`config.mk`:
```
export PLATFORM = sky130hd
export DESIGN_NAME = cpu_frame_bridge_flat
export DESIGN_NICKNAME = d
export VERILOG_FILES = /design/src/rtl/game_if_pkg.sv /design/src/rtl/cpu_frame_bridge_if.sv /design/src/rtl/stability_detector.sv /design/src/rtl/cpu_frame_bridge.sv /design/src/flat_wrapper.sv
export SDC_FILE = /design/constraint.sdc
export NUM_CORES = 1
export LEC_CHECK = 0
export CAP_MARGIN = 20
export CELL_PAD_IN_SITES_DETAIL_PLACEMENT = 0
export CELL_PAD_IN_SITES_GLOBAL_PLACEMENT = 1
export CORE_ASPECT_RATIO = 0.8
export CORE_MARGIN = 1.5
export CORE_UTILIZATION = 40
export CTS_CLUSTER_DIAMETER = 60
export DETAILED_ROUTE_END_ITERATION = 8
export PLACE_DENSITY = 0.92
export SLEW_MARGIN = 20
export SYNTH_ARGS = -nofsm -noshare
export SYNTH_HDL_FRONTEND = slang
export SYNTH_HIERARCHICAL = 1
export SYNTH_SLANG_ARGS = --single-unit
```
`constraint.sdc`:
```
create_clock -name clock -period 5.4 [get_ports clock]
set_input_delay 1.08 -clock clock [delete_from_list [all_inputs] [get_ports clock]]
set_output_delay 1.08 -clock clock [all_outputs]
set_load 0.03 [all_outputs]
```
`src/rtl/game_if_pkg.sv`:
```
// Shared types for the CPU/display frame bridge.
// Width constants, FSM state encoding, CPU result bundle, score clamp.
package game_if_pkg;

    localparam int COORD_W = 11;
    localparam int SCORE_W = 10;
    localparam int VAR_W   = 4;

    typedef enum logic [1:0] {
        IDLE   = 2'd0,
        SETTLE = 2'd1,
        HOLD   = 2'd2
    } state_e;

    typedef struct packed {
        logic [COORD_W-1:0] offsetX;
        logic [COORD_W-1:0] offsetY;
        logic [SCORE_W-1:0] nextScore;
    } cpu_regs_t;

    function automatic logic [SCORE_W-1:0] clamp_score(
        input logic [SCORE_W-1:0] s,
        input logic [SCORE_W-1:0] lim
    );
        return (s > lim) ? lim : s;
    endfunction

endpackage

```
`src/rtl/cpu_frame_bridge_if.sv`:
```
// Signal bundle between video/control side, CPU regfile and display.
// slave: the bridge; master: the surrounding system (or a bench).
interface cpu_frame_bridge_if;
    import game_if_pkg::*;

    logic               frame_start;
    logic [COORD_W-1:0] rx_in;
    logic [COORD_W-1:0] ry_in;
    logic [VAR_W-1:0]   var_in;
    logic [COORD_W-1:0] cpu_offsetX;
    logic [COORD_W-1:0] cpu_offsetY;
    logic [SCORE_W-1:0] cpu_nextScore;

    logic [COORD_W-1:0] rx;
    logic [COORD_W-1:0] ry;
    logic [VAR_W-1:0]   var_sel;
    logic [SCORE_W-1:0] curScore;
    logic [COORD_W-1:0] disp_offsetX;
    logic [COORD_W-1:0] disp_offsetY;
    logic [SCORE_W-1:0] disp_score;
    logic               frame_valid;
    logic               stale;

    modport slave (
        input  frame_start, rx_in, ry_in, var_in,
        input  cpu_offsetX, cpu_offsetY, cpu_nextScore,
        output rx, ry, var_sel, curScore,
        output disp_offsetX, disp_offsetY, disp_score,
        output frame_valid, stale
    );

    modport master (
        output frame_start, rx_in, ry_in, var_in,
        output cpu_offsetX, cpu_offsetY, cpu_nextScore,
        input  rx, ry, var_sel, curScore,
        input  disp_offsetX, disp_offsetY, disp_score,
        input  frame_valid, stale
    );

endinterface

```
`src/rtl/stability_detector.sv`:
```
// Snapshots the CPU result bundle and counts consecutive unchanged cycles.
// Ports: clock/reset, clear (reload, zero count), enable, cur in; snap, stable out.
module stability_detector
    import game_if_pkg::*;
#(
    parameter int STABLE_CYCLES = 8
) (
    input  logic      clock,
    input  logic      reset,
    input  logic      clear,
    input  logic      enable,
    input  cpu_regs_t cur,
    output cpu_regs_t snap,
    output logic      stable
);

    localparam int SW = $clog2(STABLE_CYCLES + 1);
    localparam logic [SW-1:0] LAST = SW'(STABLE_CYCLES - 1);

    logic [SW-1:0] stab_cnt;
    logic          same;

    assign same   = (cur == snap);
    // Combinational so the commit lands on the edge that sees the last match.
    assign stable = enable && !clear && same && (stab_cnt == LAST);

    always_ff @(posedge clock) begin
        if (reset) begin
            snap     <= '0;
            stab_cnt <= '0;
        end else if (clear) begin
            snap     <= cur;
            stab_cnt <= '0;
        end else if (enable) begin
            if (!same) begin
                snap     <= cur;
                stab_cnt <= '0;
            end else if (stab_cnt != LAST) begin
                stab_cnt <= stab_cnt + 1'b1;
            end
        end
    end

endmodule

```
`src/rtl/cpu_frame_bridge.sv`:
```
// Per-frame publish of player inputs to the CPU and atomic commit of its results.
// Ports: clock, reset (sync, active-high), bus (cpu_frame_bridge_if.slave).
module cpu_frame_bridge
    import game_if_pkg::*;
#(
    parameter int MIN_WAIT      = 16,
    parameter int STABLE_CYCLES = 8,
    parameter int TIMEOUT       = 4096,
    parameter int SCORE_MAX     = 999
) (
    input  logic              clock,
    input  logic              reset,
    cpu_frame_bridge_if.slave bus
);

    localparam logic [1:0] ST_IDLE   = IDLE;
    localparam logic [1:0] ST_SETTLE = SETTLE;
    localparam logic [1:0] ST_HOLD   = HOLD;

    localparam int WW = $clog2(TIMEOUT);
    localparam logic [WW-1:0] MIN_W  = WW'(MIN_WAIT);
    localparam logic [WW-1:0] LAST_W = WW'(TIMEOUT - 1);
    localparam logic [SCORE_W-1:0] SMAX = SCORE_W'(SCORE_MAX);

    logic [1:0]         state;
    logic [WW-1:0]      wait_cnt;
    logic [COORD_W-1:0] rx_q, ry_q;
    logic [VAR_W-1:0]   var_q;
    logic [SCORE_W-1:0] cur_score_q;
    logic [COORD_W-1:0] disp_x_q, disp_y_q;
    logic [SCORE_W-1:0] disp_s_q;
    logic               valid_q, stale_q;

    cpu_regs_t cur, snap;
    logic      in_settle, det_clear, commit;

    assign cur       = '{offsetX:   bus.cpu_offsetX,
                         offsetY:   bus.cpu_offsetY,
                         nextScore: bus.cpu_nextScore};
    assign in_settle = (state == ST_SETTLE);
    // Snapshot just follows the CPU until the MIN_WAIT window has elapsed.
    assign det_clear = bus.frame_start || (in_settle && wait_cnt < MIN_W);

    stability_detector #(
        .STABLE_CYCLES(STABLE_CYCLES)
    ) u_stab (
        .clock (clock),
        .reset (reset),
        .clear (det_clear),
        .enable(in_settle),
        .cur   (cur),
        .snap  (snap),
        .stable(commit)
    );

    always_ff @(posedge clock) begin
        if (reset) begin
            state       <= ST_IDLE;
            wait_cnt    <= '0;
            rx_q        <= '0;
            ry_q        <= '0;
            var_q       <= '0;
            cur_score_q <= '0;
            disp_x_q    <= '0;
            disp_y_q    <= '0;
            disp_s_q    <= '0;
            valid_q     <= 1'b0;
            stale_q     <= 1'b0;
        end else begin
            valid_q <= 1'b0;
            if (bus.frame_start) begin
                rx_q        <= bus.rx_in;
                ry_q        <= bus.ry_in;
                var_q       <= bus.var_in;
                cur_score_q <= disp_s_q;
                wait_cnt    <= '0;
                state       <= ST_SETTLE;
                // Overrun: previous frame never committed.
                if (in_settle) stale_q <= 1'b1;
            end else if (in_settle) begin
                wait_cnt <= wait_cnt + 1'b1;
                if (commit) begin
                    disp_x_q    <= snap.offsetX;
                    disp_y_q    <= snap.offsetY;
                    disp_s_q    <= clamp_score(snap.nextScore, SMAX);
                    cur_score_q <= clamp_score(snap.nextScore, SMAX);
                    valid_q     <= 1'b1;
                    stale_q     <= 1'b0;
                    state       <= ST_HOLD;
                end else if (wait_cnt == LAST_W) begin
                    stale_q <= 1'b1;
                    state   <= ST_HOLD;
                end
            end
        end
    end

    assign bus.rx           = rx_q;
    assign bus.ry           = ry_q;
    assign bus.var_sel      = var_q;
    assign bus.curScore     = cur_score_q;
    assign bus.disp_offsetX = disp_x_q;
    assign bus.disp_offsetY = disp_y_q;
    assign bus.disp_score   = disp_s_q;
    assign bus.frame_valid  = valid_q;
    assign bus.stale        = stale_q;

endmodule

```
`src/flat_wrapper.sv`:
```
// flat-port wrapper written by rule: the top's interface ports become plain ports
module cpu_frame_bridge_flat import game_if_pkg::*;
#(
    parameter int MIN_WAIT      = 16,
    parameter int STABLE_CYCLES = 8,
    parameter int TIMEOUT       = 4096,
    parameter int SCORE_MAX     = 999
)
  (clock, reset, bus_frame_start, bus_rx_in, bus_ry_in, bus_var_in, bus_cpu_offsetX, bus_cpu_offsetY, bus_cpu_nextScore, bus_rx, bus_ry, bus_var_sel, bus_curScore, bus_disp_offsetX, bus_disp_offsetY, bus_disp_score, bus_frame_valid, bus_stale);
  cpu_frame_bridge_if bus_i ();
  input  logic clock;
  input  logic reset;
  input wire logic [$bits(bus_i.frame_start)-1:0] bus_frame_start;
  input wire logic [$bits(bus_i.rx_in)-1:0] bus_rx_in;
  input wire logic [$bits(bus_i.ry_in)-1:0] bus_ry_in;
  input wire logic [$bits(bus_i.var_in)-1:0] bus_var_in;
  input wire logic [$bits(bus_i.cpu_offsetX)-1:0] bus_cpu_offsetX;
  input wire logic [$bits(bus_i.cpu_offsetY)-1:0] bus_cpu_offsetY;
  input wire logic [$bits(bus_i.cpu_nextScore)-1:0] bus_cpu_nextScore;
  output wire logic [$bits(bus_i.rx)-1:0] bus_rx;
  output wire logic [$bits(bus_i.ry)-1:0] bus_ry;
  output wire logic [$bits(bus_i.var_sel)-1:0] bus_var_sel;
  output wire logic [$bits(bus_i.curScore)-1:0] bus_curScore;
  output wire logic [$bits(bus_i.disp_offsetX)-1:0] bus_disp_offsetX;
  output wire logic [$bits(bus_i.disp_offsetY)-1:0] bus_disp_offsetY;
  output wire logic [$bits(bus_i.disp_score)-1:0] bus_disp_score;
  output wire logic [$bits(bus_i.frame_valid)-1:0] bus_frame_valid;
  output wire logic [$bits(bus_i.stale)-1:0] bus_stale;
  assign bus_i.frame_start = bus_frame_start;
  assign bus_i.rx_in = bus_rx_in;
  assign bus_i.ry_in = bus_ry_in;
  assign bus_i.var_in = bus_var_in;
  assign bus_i.cpu_offsetX = bus_cpu_offsetX;
  assign bus_i.cpu_offsetY = bus_cpu_offsetY;
  assign bus_i.cpu_nextScore = bus_cpu_nextScore;
  assign bus_rx = bus_i.rx;
  assign bus_ry = bus_i.ry;
  assign bus_var_sel = bus_i.var_sel;
  assign bus_curScore = bus_i.curScore;
  assign bus_disp_offsetX = bus_i.disp_offsetX;
  assign bus_disp_offsetY = bus_i.disp_offsetY;
  assign bus_disp_score = bus_i.disp_score;
  assign bus_frame_valid = bus_i.frame_valid;
  assign bus_stale = bus_i.stale;
  cpu_frame_bridge #(.MIN_WAIT(MIN_WAIT), .STABLE_CYCLES(STABLE_CYCLES), .TIMEOUT(TIMEOUT), .SCORE_MAX(SCORE_MAX)) u_core (.clock(clock), .reset(reset), .bus(bus_i));
endmodule
```
==> flow_summary.yaml, run 1 <==
outcome:
  outcome: "complete, but fails checks"
  violations: "design-rule violations"
clocking:
  cts_setup_buffers: 0
  clock_sink_count: 120
  clk_pin_slew_ps: 50
  htree_levels: 4
  post_cts_resized: 0
  clk_latency_ps: 420
  holdBufCountCts: 0
  cts-root-buf: "clkbuf_16"
  numCtsBuffers: 17
  clock_path_buffers: 2
  tritoncts: "done"
logic_synthesis:
  synth_cell_types: 45
  ys_top_cells_by_area: "dfxtp_1 (40%), nand2_1 (11%), nor2_1 (6.7%)"
  yosysWarnings: 6
  synth_top_area_share_pct: 40.1
  synth_seq_cells: 120
  syn-num-nets: 827
  synth_ff_type: "dfxtp_1"
  ys_seq_area_share_pct: 40.1
  synth_edf_count: 0
  yosysTopAreaCell: "dfxtp_1"
  syn_avg_cell_area_sq_um: 7.85
  synth_cells: 764
  syn_area_sq_um: 6000
  synthArstFlopShare_pct: 0
power:
  pwr-share-seq_pct: 41.1
  internal_power_mw: 1.74
  power_density_nw_per_um2: 299
  pwr-share-comb_pct: 12.2
  p_leak_nw: 2.97
  pwr-share-clk_pct: 46.7
  ir_worst_vdd_v: 0.000218
  sw_frac_of_total_pct: 25.6
  power.switching_uw: 598
critical_path:
  rrSetupSlack_ps: 2130
  cp_max_fo: 33
  reg2regPathDepth: 9
  endpoint_kind: "flop"
  rr_endpoint: "u_core/bus.curScore[5]$_SDFFE_PP0P_"
  critPathArrivalTime_ps: 4310
  critPathSlowestCell: "nor4_1"
  timing.rr.start: "u_core/u_stab/snap[25]$_SDFFE_PP0P_"
  crit_chain: "clkdlybuf4s50_1 -> xor2_1 -> nor4_1 -> and4_4 -> nand2_4 -> and4b_1 -> nand3b_1 -> mux2i_1 -> o21ai_0 -> nor2b_1"
  start_kind: "input port"
  path_class: "in2reg"
  crit_path_max_incr_delay_ps: 560
  crit_required_ps: 5670
routing:
  drc: 5
  drt-pass1-iter-count: 7
  viasPerCell: 5.36
  drtIter0Drc: 593
  vias: 5649
  routed_wirelength_um: 16600
  drtAntennaViolNets: 0
  avgRoutedWirePerCell_um: 15.8
sta:
  period_minus_slack_ps: 4040
  fin_skew_ps: 11.5
  tightest_slew_ps: 896
  post-route-period-util_pct: 74.9
  slew_headroom_pct: 40.3
  setup_viol: 0
  fin_setup_tns_ps: 0
  fmax_ghz: 0.247
  rsz0062_at_grt: "no"
  finalHoldViolCount: 0
  slew_violations: 0
global_route:
  grt_pass1_wl_um: 27000
  gr-total-overflow: 0
  antenna_found_initial: 0
  first_global_vias: 5154
  grt_max_degree: 95
  grt_util_all_layers_pct: 21.5
layout:
  fin_nets: 922
  antenna_cells: 0
  drive_above_1_share_pct: 5.98
  fin_util_pct: 54.1
  synthToLayoutAreaGrowth_pct: 30.2
place:
  place_congestion: 0.848
  dp.final_hpwl_um: 10800
  portBuffers: 130
floorplanning:
  core_sq_um: 14400
  rows: 39
  ios: 131
  die_h_um: 113
  start_util_pct: 41.5
  dieWidth_um: 140
  dieArea_sq_um: 15700
worst_hold_path:
  hold_end: "u_core/bus.disp_offsetX[0]$_SDFFE_PP0P_"
  hold_path.class: "reg2reg"
  hold_depth: 2
  min-delay-start: "u_core/bus.disp_offsetX[0]$_SDFFE_PP0P_"
job:
  max_cap_violations: 0
-- through the flow --
step                      setup slack, ps  cell area, sq um  hold WS (ps)  total power [mW]  std cells
after floorplan                      2050              6000           458              1.14        764
after global placement               1000              7250           443              1.26       1024
after detailed placement              947              7250           449              1.26       1024
after CTS                            1390              7810           456              2.35       1054
after global routing                 1110              7810           473              2.43       1054
final                                1360              7810           455              2.34       1054
-- logic make-up after synthesis --
logic type / share of synthesized area, %
simple gates: 25.1
compound gates: 16.6
flops: 40.0
buf+inv: 6.49
xor+xnor: 5.99
mux: 5.34
fa+ha+maj: 0.417
-- worst max-delay path by stage --
| stage | startpoint | endpoint | slack (ps) |
|---|---|---|---|
| CTS | bus_cpu_offsetX[4] | u_core/bus.curScore[7]$_SDFFE_PP0P_ | 1390 |
| global placement | bus_cpu_offsetX[4] | u_core/bus.curScore[9]$_SDFFE_PP0P_ | 1000 |
| floorplan | bus_frame_start | u_core/bus.curScore[9]$_SDFFE_PP0P_ | 2050 |
| finish | bus_cpu_offsetX[4] | u_core/bus.curScore[5]$_SDFFE_PP0P_ | 1360 |
| detailed placement | bus_cpu_offsetX[4] | u_core/bus.curScore[7]$_SDFFE_PP0P_ | 950 |
| global route | bus_cpu_offsetX[4] | u_core/bus.curScore[8]$_SDFFE_PP0P_ | 1110 |
-- flip-flops by register name (all words and copies together) (netlist names) --
name                     count
u_core/u_stab/snap          32
u_core/wait_cnt             12
u_core/bus.disp_offsetX     11
u_core/bus.disp_offsetY     11
u_core/bus.rx               11
u_core/bus.ry               11
u_core/bus.curScore         10
u_core/bus.disp_score       10
u_core/bus.var_sel           4
u_core/u_stab/stab_cnt       4
u_core/state                 2
u_core/bus.frame_valid       1
u_core/bus.stale             1
-- layout by cell type (no fill, tap or decap), types with 5 or more instances in the layout --
cell type / count
mux2i_1: 32
a21oi_1: 39
clkbuf_16: 17
nand3b_1: 13
nand3_1: 5
clkinv_2: 5
dfxtp_1: 120
a31oi_1: 37
xor2_1: 39
nor4_1: 8
o21ai_0: 41
clkdlybuf4s50_1: 128
nor2b_1: 5
nor2_1: 106
nand2_1: 174
nand4_1: 7
o311ai_1: 30
buf_4: 11
-- power groups by stage --
| stage | Combinational, mW | Sequential (mW) | Clock [mW] |
|---|---|---|---|
| finish | 0.286 | 0.961 | 1.09 |
| global route | 0.311 | 0.966 | 1.15 |
| CTS | 0.284 | 0.960 | 1.11 |
| detailed placement | 0.282 | 0.979 | 0 |
| global placement | 0.280 | 0.979 | 0 |
| floorplan | 0.151 | 0.993 | 0 |
-- metal layers --
| layer | GRT usage, % | vias to the layer above | share of wire, % |
|---|---|---|---|
| met5 | 0 | - | 0 |
| met1 | 30.2 | 2642 | 47 |
| met3 | 5.72 | 12 | 6.9 |
| met4 | 5.26 | 0 | 0.85 |
| li1 | - | 2828 | - |
| met2 | 32.9 | 167 | 45 |
-- cell usage after synthesis, types with 3 or more instances --
cell type and count:
mux2i_1 32, a31oi_1 37, a21oi_1 39, buf_6 6
and3_1 3, nor4_1 8, o21ai_0 41, clkbuf_1 37
nand2_1 174, inv_1 3, nor2b_1 6, buf_2 7
nor2_1 107, o311ai_1 30, nand3_1 5, o211ai_1 3
buf_4 3, dlygate4sd1_1 7, nand4_1 7, and4b_1 3
dfxtp_1 120, xor2_1 39, nand3b_1 13
-- final cells by class --
class | count | area (sq um)
Fill cell | 1379 | 6630
Multi-Input combinational cell | 576 | 3220
Sequential cell | 120 | 2400
Timing Repair Buffer | 141 | 1390
Clock buffer | 21 | 460
Tap cell | 184 | 230
Clock inverter | 9 | 101
Inverter | 3 | 11.3
-- worst max-delay path: cells and delay by family --
family / cells / cell delay (ps)
AO/OA/AOI/OAI: 1 / 80
XOR/XNOR: 1 / 210
buffers and inverters: 1 / 460
multiplexers: 1 / 280
AND/OR/NAND/NOR: 6 / 2210
No activity file was read; power rests on OpenSTA's default activity.
==> inputs of run 2 (changes only) <==
CORE_UTILIZATION = 33   (was 40)
PLACE_DENSITY = 0.82   (was 0.92)
clock period = 3.7 ns   (was 5.4 ns; I/O delays follow)
==> run 2 against run 1 <==
Net effect:
- die area is 21% higher
- final area increased by 1.6%
- cell count is 4.6% higher
- critical path depth did not move
- clock power rose by 52%
- sequential power increased by 46%
- hold slack lost 4.2 ps
- utilization is 8.8 points lower
- the run still ends with design-rule violations left
- power up 49%
- first-iteration DRC count shrank 14%
- worst setup slack got worse by 910 ps
==> flow_summary.yaml, run 2 (synthesis results as in run 1) <==
outcome:
  violations: "design-rule violations"
  outcome: "complete, but fails checks"
critical_path:
  crit_required_ps: 4050
  path_class: "in2reg"
  endpoint_kind: "flop"
  cp_max_fo: 13
  rrSetupSlack_ps: 900
  start_kind: "input port"
  critPathArrivalTime_ps: 3600
sta:
  slew_headroom_pct: 39.9
  rsz0062_at_grt: "no"
  fin_setup_tns_ps: 0
  tightest_slew_ps: 901
  fmax_ghz: 0.308
  finalHoldViolCount: 0
  post-route-period-util_pct: 87.8
  fin_skew_ps: 8.51
  period_minus_slack_ps: 3250
  holdWs_ps: 450
  slew_violations: 0
  setup_viol: 0
layout:
  regMostFlops: "u_core/u_stab/snap"
  antenna_cells: 0
  fin_util_pct: 45.2
  fin_nets: 928
  synthToLayoutAreaGrowth_pct: 32.3
  largest_reg_flops: 32
  layout_commonest_cell: "nand2_1"
  final_cell_mix: "nand2_1 (174), clkdlybuf4s50_1 (128), dfxtp_1 (120)"
  finalInstanceArea_sq_um: 7930
  reg.largest.list: "u_core/u_stab/snap (32), u_core/wait_cnt (12)"
  drive_above_1_share_pct: 7.06
clocking:
  tritoncts: "done"
  cts_setup_buffers: 0
  cts-root-buf: "clkbuf_16"
  post_cts_resized: 0
  holdBufCountCts: 0
  clock_sink_count: 120
  numCtsBuffers: 17
  clk_latency_ps: 420
  clock_path_buffers: 2
  clk_pin_slew_ps: 60
  htree_levels: 4
place:
  portBuffers: 130
  dp.final_hpwl_um: 11200
  place_congestion: 0.813
  placed_area_sq_um: 7350
routing:
  drt-pass1-iter-count: 7
  drtIter0Drc: 508
  viasPerCell: 5.17
  drtAntennaViolNets: 0
  avgRoutedWirePerCell_um: 15.9
  vias: 5698
  routed_wirelength_um: 17500
  drc: 1
global_route:
  gr-total-overflow: 0
  grt_max_degree: 101
  grt_pass1_wl_um: 28000
  antenna_found_initial: 0
  grt_util_all_layers_pct: 18.8
  first_global_vias: 5193
floorplanning:
  core_sq_um: 17500
  rows: 43
  dieWidth_um: 154
  die_h_um: 124
  start_util_pct: 34.2
  dieArea_sq_um: 19000
  ios: 131
power:
  p_leak_nw: 2.99
  ir_worst_vdd_v: 0.000328
  power_density_nw_per_um2: 439
  p_total_mw: 3.48
job:
  max_cap_violations: 0
worst_hold_path:
  hold_path.class: "reg2reg"
==> run 2: changes by cell type in the layout (fill, tap and decap cells not counted), sizes merged <==
cell | previous run | this run
buf | 13 | 19
clkinv | 6 | 5
inv | 3 | 6
clkinvlp | 1 | 4
clkbuf | 21 | 18
==> run 2: cell type report <==
class                   instances  area, sq um
fillers                      1764         9610
multi-input cells             576         3220
flip-flops and latches        120         2400
repair buffers                147         1430
clock buffers                  18          439
well taps                     225          282
clock inverters                14          149
inverters                       3         11.3
==> run 2: through the flow <==
stage	std cells	worst slack, ps
floorplan	764	690
global placement	1071	88.8
detailed placement	1071	40.8
CTS	1103	478
global route	1103	284
finish	1103	453
==> run 2: routing by layer <==
| layer | routed length, um | track usage, % | share of wire, % |
|---|---|---|---|
| met1 | 8610 | 26.9 | 49 |
| met2 | 7580 | 27.8 | 43 |
| met3 | 1130 | 4.59 | 6.4 |
| met4 | 210 | 6.07 | 1.2 |
| met5 | 0 | 0 | 0 |
==> run 2: final timing paths <==
path / to / from / cells past startpoint
worst min-delay path: u_core/bus.disp_offsetX[7]$_SDFFE_PP0P_ / u_core/bus.disp_offsetX[7]$_SDFFE_PP0P_ / 2
worst max register to register: u_core/bus.disp_offsetX[10]$_SDFFE_PP0P_ / u_core/u_stab/snap[25]$_SDFFE_PP0P_ / 9
worst min register to register: u_core/bus.disp_offsetX[7]$_SDFFE_PP0P_ / u_core/bus.disp_offsetX[7]$_SDFFE_PP0P_ / 2
worst max-delay path: u_core/bus.disp_offsetX[10]$_SDFFE_PP0P_ / bus_cpu_offsetX[4] / 10
==> run 2: power by group <==
group / internal [mW] / switching, mW
Sequential: 1.35 / 0.0583
Combinational: 0.182 / 0.238
Clock: 1.01 / 0.648
==> run 2: critical path, cell delays in order <==
cell             delay, ps
clkdlybuf4s50_1        460
xor2_1                 220
nor4_1                 620
and4_4                 410
nand2_4                 50
and4b_1                310
and3b_1                310
buf_4                  260
nand2_1                 90
a21oi_1                130
